$ cat src/rtl/dram_arbiter_pkg.sv
// Shared types and constants for the two-master data-RAM arbiter.
package dram_arbiter_pkg;

  typedef enum logic {
    ARB     = 1'b0,
    LOCK_M1 = 1'b1
  } arb_state_e;

  // Master indices, sized to match the 1-bit source tags.
  localparam logic M0 = 1'b0;
  localparam logic M1 = 1'b1;

  localparam int unsigned NUM_LANES = 4;

endpackage

$ cat src/rtl/dram_arb_core.sv
// Grant logic for two masters: m0 priority, m1 anti-starvation and m1 lock ownership.
module dram_arb_core
  import dram_arbiter_pkg::*;
#(
  parameter int unsigned STARVE_MAX = 4
) (
  input  logic clk,
  input  logic rst,
  input  logic m0_req_i,
  input  logic m1_req_i,
  input  logic m1_lock_i,
  output logic m0_gnt_o,
  output logic m1_gnt_o
);

  localparam int unsigned CW = ($clog2(STARVE_MAX + 1) > 3) ? $clog2(STARVE_MAX + 1) : 3;
  localparam logic [CW-1:0] CNT_MAX = CW'(STARVE_MAX);

  arb_state_e    state_q;
  logic [CW-1:0] starve_q;
  logic          starved;

  // NOTE: every output of a combinational block gets a default first, so no path can infer a latch.
  always_comb begin
    starved  = (starve_q == CNT_MAX);
    m0_gnt_o = 1'b0;
    m1_gnt_o = 1'b0;
    if (state_q == LOCK_M1) begin
      m1_gnt_o = m1_req_i;
    end else begin
      m1_gnt_o = m1_req_i & (~m0_req_i | starved);
      m0_gnt_o = m0_req_i & ~m1_gnt_o;
    end
  end

  // NOTE: sequential state uses non-blocking assignments so every register samples pre-edge values.
  always_ff @(posedge clk or posedge rst) begin
    if (rst) begin
      state_q  <= ARB;
      starve_q <= '0;
    end else begin
      case (state_q)
        ARB:     if (m1_gnt_o && m1_lock_i) state_q <= LOCK_M1;
        LOCK_M1: if (!m1_lock_i) state_q <= ARB;
        default: state_q <= ARB;
      endcase

      // Only contested ARB cycles that m1 loses build up starvation.
      if (m1_gnt_o || !m1_req_i) begin
        starve_q <= '0;
      end else if (state_q == ARB && !starved) begin
        starve_q <= starve_q + 1'b1;
      end
    end
  end

endmodule

$ cat src/rtl/dram_arbiter.sv
// Two-master front end for the byte-lane data RAM: winner muxing, window check and read tagging.
module dram_arbiter
  import dram_arbiter_pkg::*;
#(
  parameter int unsigned          DW         = 32,
  parameter int unsigned          ADDR_BIT   = 32,
  parameter logic [ADDR_BIT-1:0]  MEM_BASE   = 'h1000_0000,
  parameter int unsigned          WIN_BIT    = 14,
  parameter int unsigned          STARVE_MAX = 4
) (
  input  logic                 clk,
  input  logic                 rst,

  input  logic                 m0_req_i,
  input  logic                 m0_we_i,
  input  logic [NUM_LANES-1:0] m0_be_i,
  input  logic [ADDR_BIT-1:0]  m0_addr_i,
  input  logic [DW-1:0]        m0_wdata_i,
  output logic                 m0_gnt_o,
  output logic                 m0_rvalid_o,
  output logic [DW-1:0]        m0_rdata_o,
  output logic                 m0_err_o,

  input  logic                 m1_req_i,
  input  logic                 m1_we_i,
  input  logic [NUM_LANES-1:0] m1_be_i,
  input  logic [ADDR_BIT-1:0]  m1_addr_i,
  input  logic [DW-1:0]        m1_wdata_i,
  input  logic                 m1_lock_i,
  output logic                 m1_gnt_o,
  output logic                 m1_rvalid_o,
  output logic [DW-1:0]        m1_rdata_o,
  output logic                 m1_err_o,

  output logic [NUM_LANES-1:0] mem_wen_o,
  output logic [ADDR_BIT-1:0]  mem_waddr_o,
  output logic [DW-1:0]        mem_wdata_o,
  output logic                 mem_ren_o,
  output logic [ADDR_BIT-1:0]  mem_raddr_o,
  input  logic [DW-1:0]        mem_rdata_i
);

  logic                 gnt_any, sel_m1, win_we, win_in;
  logic [NUM_LANES-1:0] win_be;
  logic [ADDR_BIT-1:0]  win_addr;
  logic [DW-1:0]        win_wdata;

  logic rd_pend_q, rd_pend_d, rd_src_q, rd_src_d;
  logic err_pend_q, err_pend_d, err_src_q, err_src_d, err_rd_q, err_rd_d;

  dram_arb_core #(
    .STARVE_MAX (STARVE_MAX)
  ) u_core (
    .clk       (clk),
    .rst       (rst),
    .m0_req_i  (m0_req_i),
    .m1_req_i  (m1_req_i),
    .m1_lock_i (m1_lock_i),
    .m0_gnt_o  (m0_gnt_o),
    .m1_gnt_o  (m1_gnt_o)
  );

  // With no grant the mux falls back to m0; the enables stay low so the RAM ignores it.
  always_comb begin
    gnt_any   = m0_gnt_o | m1_gnt_o;
    sel_m1    = m1_gnt_o;
    win_we    = sel_m1 ? m1_we_i    : m0_we_i;
    win_be    = sel_m1 ? m1_be_i    : m0_be_i;
    win_addr  = sel_m1 ? m1_addr_i  : m0_addr_i;
    win_wdata = sel_m1 ? m1_wdata_i : m0_wdata_i;
    win_in    = (win_addr[ADDR_BIT-1:WIN_BIT] == MEM_BASE[ADDR_BIT-1:WIN_BIT]);

    mem_wen_o   = (gnt_any && win_we && win_in) ? win_be : '0;
    mem_ren_o   = gnt_any && !win_we && win_in;
    mem_waddr_o = win_addr;
    mem_raddr_o = win_addr;
    mem_wdata_o = win_wdata;

    rd_pend_d  = mem_ren_o;
    rd_src_d   = sel_m1;
    err_pend_d = gnt_any && !win_in;
    err_src_d  = sel_m1;
    err_rd_d   = !win_we;
  end

  always_ff @(posedge clk or posedge rst) begin
    if (rst) begin
      rd_pend_q  <= 1'b0;
      rd_src_q   <= M0;
      err_pend_q <= 1'b0;
      err_src_q  <= M0;
      err_rd_q   <= 1'b0;
    end else begin
      rd_pend_q  <= rd_pend_d;
      rd_src_q   <= rd_src_d;
      err_pend_q <= err_pend_d;
      err_src_q  <= err_src_d;
      err_rd_q   <= err_rd_d;
    end
  end

  // Response side decodes the registered tags; RAM data is steered only to the issuing master.
  always_comb begin
    m0_rvalid_o = (rd_pend_q && rd_src_q == M0) || (err_pend_q && err_rd_q && err_src_q == M0);
    m1_rvalid_o = (rd_pend_q && rd_src_q == M1) || (err_pend_q && err_rd_q && err_src_q == M1);
    m0_err_o    = err_pend_q && err_src_q == M0;
    m1_err_o    = err_pend_q && err_src_q == M1;
    m0_rdata_o  = (rd_pend_q && rd_src_q == M0) ? mem_rdata_i : '0;
    m1_rdata_o  = (rd_pend_q && rd_src_q == M1) ? mem_rdata_i : '0;
  end

endmodule

$ cat config.mk
export PLATFORM = sky130hd
export DESIGN_NAME = dram_arbiter
export DESIGN_NICKNAME = d
export VERILOG_FILES = /design/src/rtl/dram_arbiter_pkg.sv /design/src/rtl/dram_arb_core.sv /design/src/rtl/dram_arbiter.sv
export SDC_FILE = /design/constraint.sdc
export NUM_CORES = 1
export LEC_CHECK = 0
export ABC_AREA = 1
export ABC_CLOCK_PERIOD_IN_PS = 3150
export BUFFER_PORTS_ARGS = -buffer_cell sky130_fd_sc_hd__buf_2
export CAP_MARGIN = 20
export CORE_AREA = 5 5 131 133
export CTS_CLUSTER_SIZE = 24
export DETAILED_ROUTE_END_ITERATION = 16
export DIE_AREA = 0 0 136 138
export GPL_TIMING_DRIVEN = 1
export HOLD_SLACK_MARGIN = 0.05
export SYNTH_ARGS = -nofsm -noshare
export SYNTH_HDL_FRONTEND = slang
export SYNTH_SLANG_ARGS = --single-unit
$ cat constraint.sdc
create_clock -name clk -period 3.15 [get_ports clk]
set_clock_uncertainty 0.2 [all_clocks]
set_input_delay 0.63 -clock clk [delete_from_list [all_inputs] [get_ports clk]]
set_output_delay 0.63 -clock clk [all_outputs]
set_load 0.1 [all_outputs]
==> results.tsv <==
stage	metric	value	unit
synthesis	post-synth top area cell	nand2_1	
power_and_ir_drop	PD cells	382	nW/um^2
synthesis	Post-synth EDFFs	0	
place	GP Congestion	0.799	
clock_tree	Reg clk slew, reported paths	0.04	ns
synthesis	top cell type's share of synthesized area	35.5	%
place	PortBufs	345	
critical_path	Crit. End Element	output pin	
critical_path	Crit Path Max Fanout	7	
layout	area delta synth->final	181	%
synthesis	post-synthesis cell type count	26	
clock_tree	Num CTS Buffers	3	
drt	M1 WL	4280	microns
synthesis	most frequent cell after synthesis	nand2_1	
sta	final setup violation count	1	
global_route	largest net degree at the start of global routing	52	
run_status	outcome	complete, but fails checks	
sta	period utilization	100	%
synthesis	XOR/XNOR Fraction of Synth Area	0.417	%
layout	final core utilization	37.6	%
synthesis	post-synthesis instance total	442	
critical_path	Cell Chain, Critical Path	inv_1, ha_2, nand2_2, nand3_4, nand2_8, clkbuf_16, nand2_2, nand2_2, nand2_1, nor2_1, nand2_1, nor2_4, nand3_4, nor2_4, buf_12	
clock_tree	cts hold-fix bufs	0	
layout	register area	200	sq um
global_route	vias in the first global route	3569	
drt	met3 WL	1520	microns
synthesis	yosys warns	0	
sta	worst setup slack after layout	-0.00312	ns
floorplan	Rows	46	
drt	vias per cell	3.76	
sta	final hold violation count	0	
critical_path	Worst Path Arrival	2.32	ns
floorplan	I/O pin count	346	
critical_path	Worst path slowest cell	dfrtp_1	
critical_path	reg2reg start	u_core.starve_q[0]	
synthesis	Seq/Total Area, Yosys	9.52	%
drt	Top Metal Used	met4	
critical_path	critical path class	flop to output pin	
critical_path	flop-to-flop setup slack	1.02	ns
synthesis	number of synthesized register bits	8	
drt	residual DRC count	0	
critical_path	largest stage delay on the critical path	0.35	ns
layout	Antenna diodes	0	
critical_path	Worst setup startpoint	u_core.starve_q[0]	
critical_path	crit path capture	mem_wen_o[1]	
drt	Iteration-0 DRC Markers	64	
critical_path	Critical Path Start Type	flop	
sta	worst rel slew slack	66.3	%
sta	minimum clock period	3.15	ns
clock_tree	H-tree depth	1	
place	pre-CTS WS	0.0105	ns
hold_path	hold crit path type	input port to async pin	
run_status	failing checks	setup timing	
floorplan	Die ar.	18800	sq um
sta	Worst Tran Pin Value	0.509	ns
drt	Total Wirelength	12900	microns
sta	Max Slew Vio Count	0	
clock_tree	worst skew pair latency	0.23	ns
synthesis	Post-Synth Simple-Gate Area	57.2	%
critical_path	Critical Path RT	2.32	ns
critical_path	RR Endpoint	rd_pend_q	
floorplan	Die Width	136	microns
floorplan	Initial Util	13.4	%
synthesis	most frequent cells after synthesis	nand2_1 (199), nor2_1 (81), inv_1 (66), buf_4 (32), clkbuf_1 (12)	
synthesis	Synth area leaders	nand2_1 (36%), nor2_1 (14%), inv_1 (12%), buf_4 (11%), dfrtp_1 (9.5%)	
synthesis	ys async rst share	100	%
global_route	first-pass GRT wire length	18400	microns
drt	routed len/inst	13.1	microns
synthesis	Post-Synth Adder-Cell Area	1.19	%
synthesis	largest family of logic cells by synthesized area	simple AND/OR/NAND/NOR gates	
critical_path	WP depth	15	
floorplan	Core Region	15700	sq um
critical_path	Top delay family on crit path	simple AND/OR/NAND/NOR gates	
drt	routed via count	3696	
flow_run	maxcap violations	0	
synthesis	prevailing post-synth register cell	dfrtp_1	
clock_tree	CTS Sinks	8	
clock_tree	CTS Root Cell	clkbuf_16	
global_route	initial antenna violation count	0	
synthesis	post-synthesis mux area share	0.476	%
synthesis	Synth Area in Compound Gates	2.62	%
power_and_ir_drop	Leakage	3.51	nW
sta	RSZ-0062 raised after global routing	true	
global_route	Remaining Overflow, GRT	0	
layout	number of fill cells	1601	
critical_path	Worst path most repeated cell	nand2_2	
power_and_ir_drop	peak supply drop	0.267	mV
layout	area of the multi-input gates	1570	sq um
drt	met2 wire len	6920	microns
clock_tree	Clock Tree Buf Depth	2	
sta	FMAX	0.317	GHz
layout	share of cells above drive strength 1	58.5	%
critical_path	WP buf/inv	3	
layout	final net count	946	
drt	Pre-antenna DRT Iters	4	
synthesis	Cell Area, Synth	2100	sq um
synthesis	synthesized area per cell	4.76	sq um
global_route	GR Util All Layers	12.2	%
critical_path	cells on worst reg2reg path	14	
place	DP HPWL	11400	microns
synthesis	syn nets	619	
clock_tree	CTS tree	built	
floorplan	die span in y	138	microns
drt	post-route ant nets	0	
[routing by layer]
| layer | GRT usage, % | vias to the layer above |
|---|---|---|
| li1 | - | 1886 |
| met1 | 12.1 | 1584 |
| met2 | 24.2 | 212 |
| met3 | 4.06 | 14 |
| met4 | 2.07 | 0 |
| met5 | 0 | - |
[worst min-delay path by stage]
| stage | startpoint | end | slack (ns) |
|---|---|---|---|
| CTS | rst | rd_pend_q | 0.15 |
| global placement | u_core.starve_q[0] | u_core.starve_q[0] | 0.24 |
| detailed placement | u_core.starve_q[0] | u_core.starve_q[0] | 0.26 |
| global route | rst | rd_pend_q | 0.19 |
| floorplan | u_core.starve_q[0] | u_core.starve_q[0] | 0.23 |
| finish | rst | rd_pend_q | 0.14 |
[flip-flops by register name, summed over array words and instances (netlist names)]
signal           cells
err_rd_q             1
err_src_q            1
u_core.state_q       1
err_pend_q           1
rd_pend_q            1
u_core.starve_q      3
[report_power, final]
part           internal, mW  switching [mW]  total [mW]
clock                 0.163          0.0468       0.210
combinational         0.649            1.28        1.93
sequential            0.110         0.00540       0.115
[worst register-to-register path, cell delays in order (launching register included)]
cell       delay [ns]
dfrtp_1          0.35
inv_1            0.05
ha_2             0.17
nand2_2          0.08
nand3_4          0.10
nand2_8          0.13
clkbuf_16        0.16
nand2_2          0.05
nand2_2          0.07
nand2_1          0.05
nor2_1           0.11
nand2_1          0.11
nor2_4           0.14
nand2_1          0.11
nor2_4           0.16
[area by class of cell]
| class | count | area share [%] |
|---|---|---|
| repair buffers | 375 | 59.9 |
| multi-input cells | 313 | 26.5 |
| well taps | 216 | 4.57 |
| inverters | 68 | 4.36 |
| flip-flops and latches | 8 | 3.39 |
| clock buffers | 3 | 1.27 |
[placed cells by master (no fill, tap or decap), drive strengths merged]
cell type / count
buf: 374
nand2: 205
nor2: 84
inv: 68
dfrtp: 8
nand3b: 7
o21ai: 7
clkbuf: 4
nand3: 3
ha: 2
mux2i: 1
o211ai: 1
a21oi: 1
a21boi: 1
xnor2: 1
[what timing repair did]
item                                    CTS  global route
pin swaps                                 5            15
gates cloned                              0             1
endpoints found under the hold margin     0             0
endpoints found under the setup margin    5             9
resized for setup                         5            23
setup buffers                             6             9
[per-stage QoR]
step	instances	power (mW)	area [sq um]	hold WS [ns]	setup TNS [ns]
global placement	964	2.01	5600	0.245	0
floorplan	442	1.32	2300	0.231	0
detailed placement	964	2.01	5600	0.259	0
global route	983	2.34	5910	0.188	-0.526
CTS	973	2.24	5750	0.150	0
finish	983	2.26	5910	0.139	-0.00312
[cell families (layout without fill, tap and decap cells)]
group / Yosys count / in the layout
multiplexers: 1 / 1
flip-flops: 8 / 8
AO/OA/AOI/OAI: 10 / 10
XOR/XNOR: 1 / 1
AND/OR/NAND/NOR: 299 / 299
adder cells (fa/ha/maj): 2 / 2
buffers and inverters: 121 / 446
Note: power is estimated with default switching activity, not from simulation.
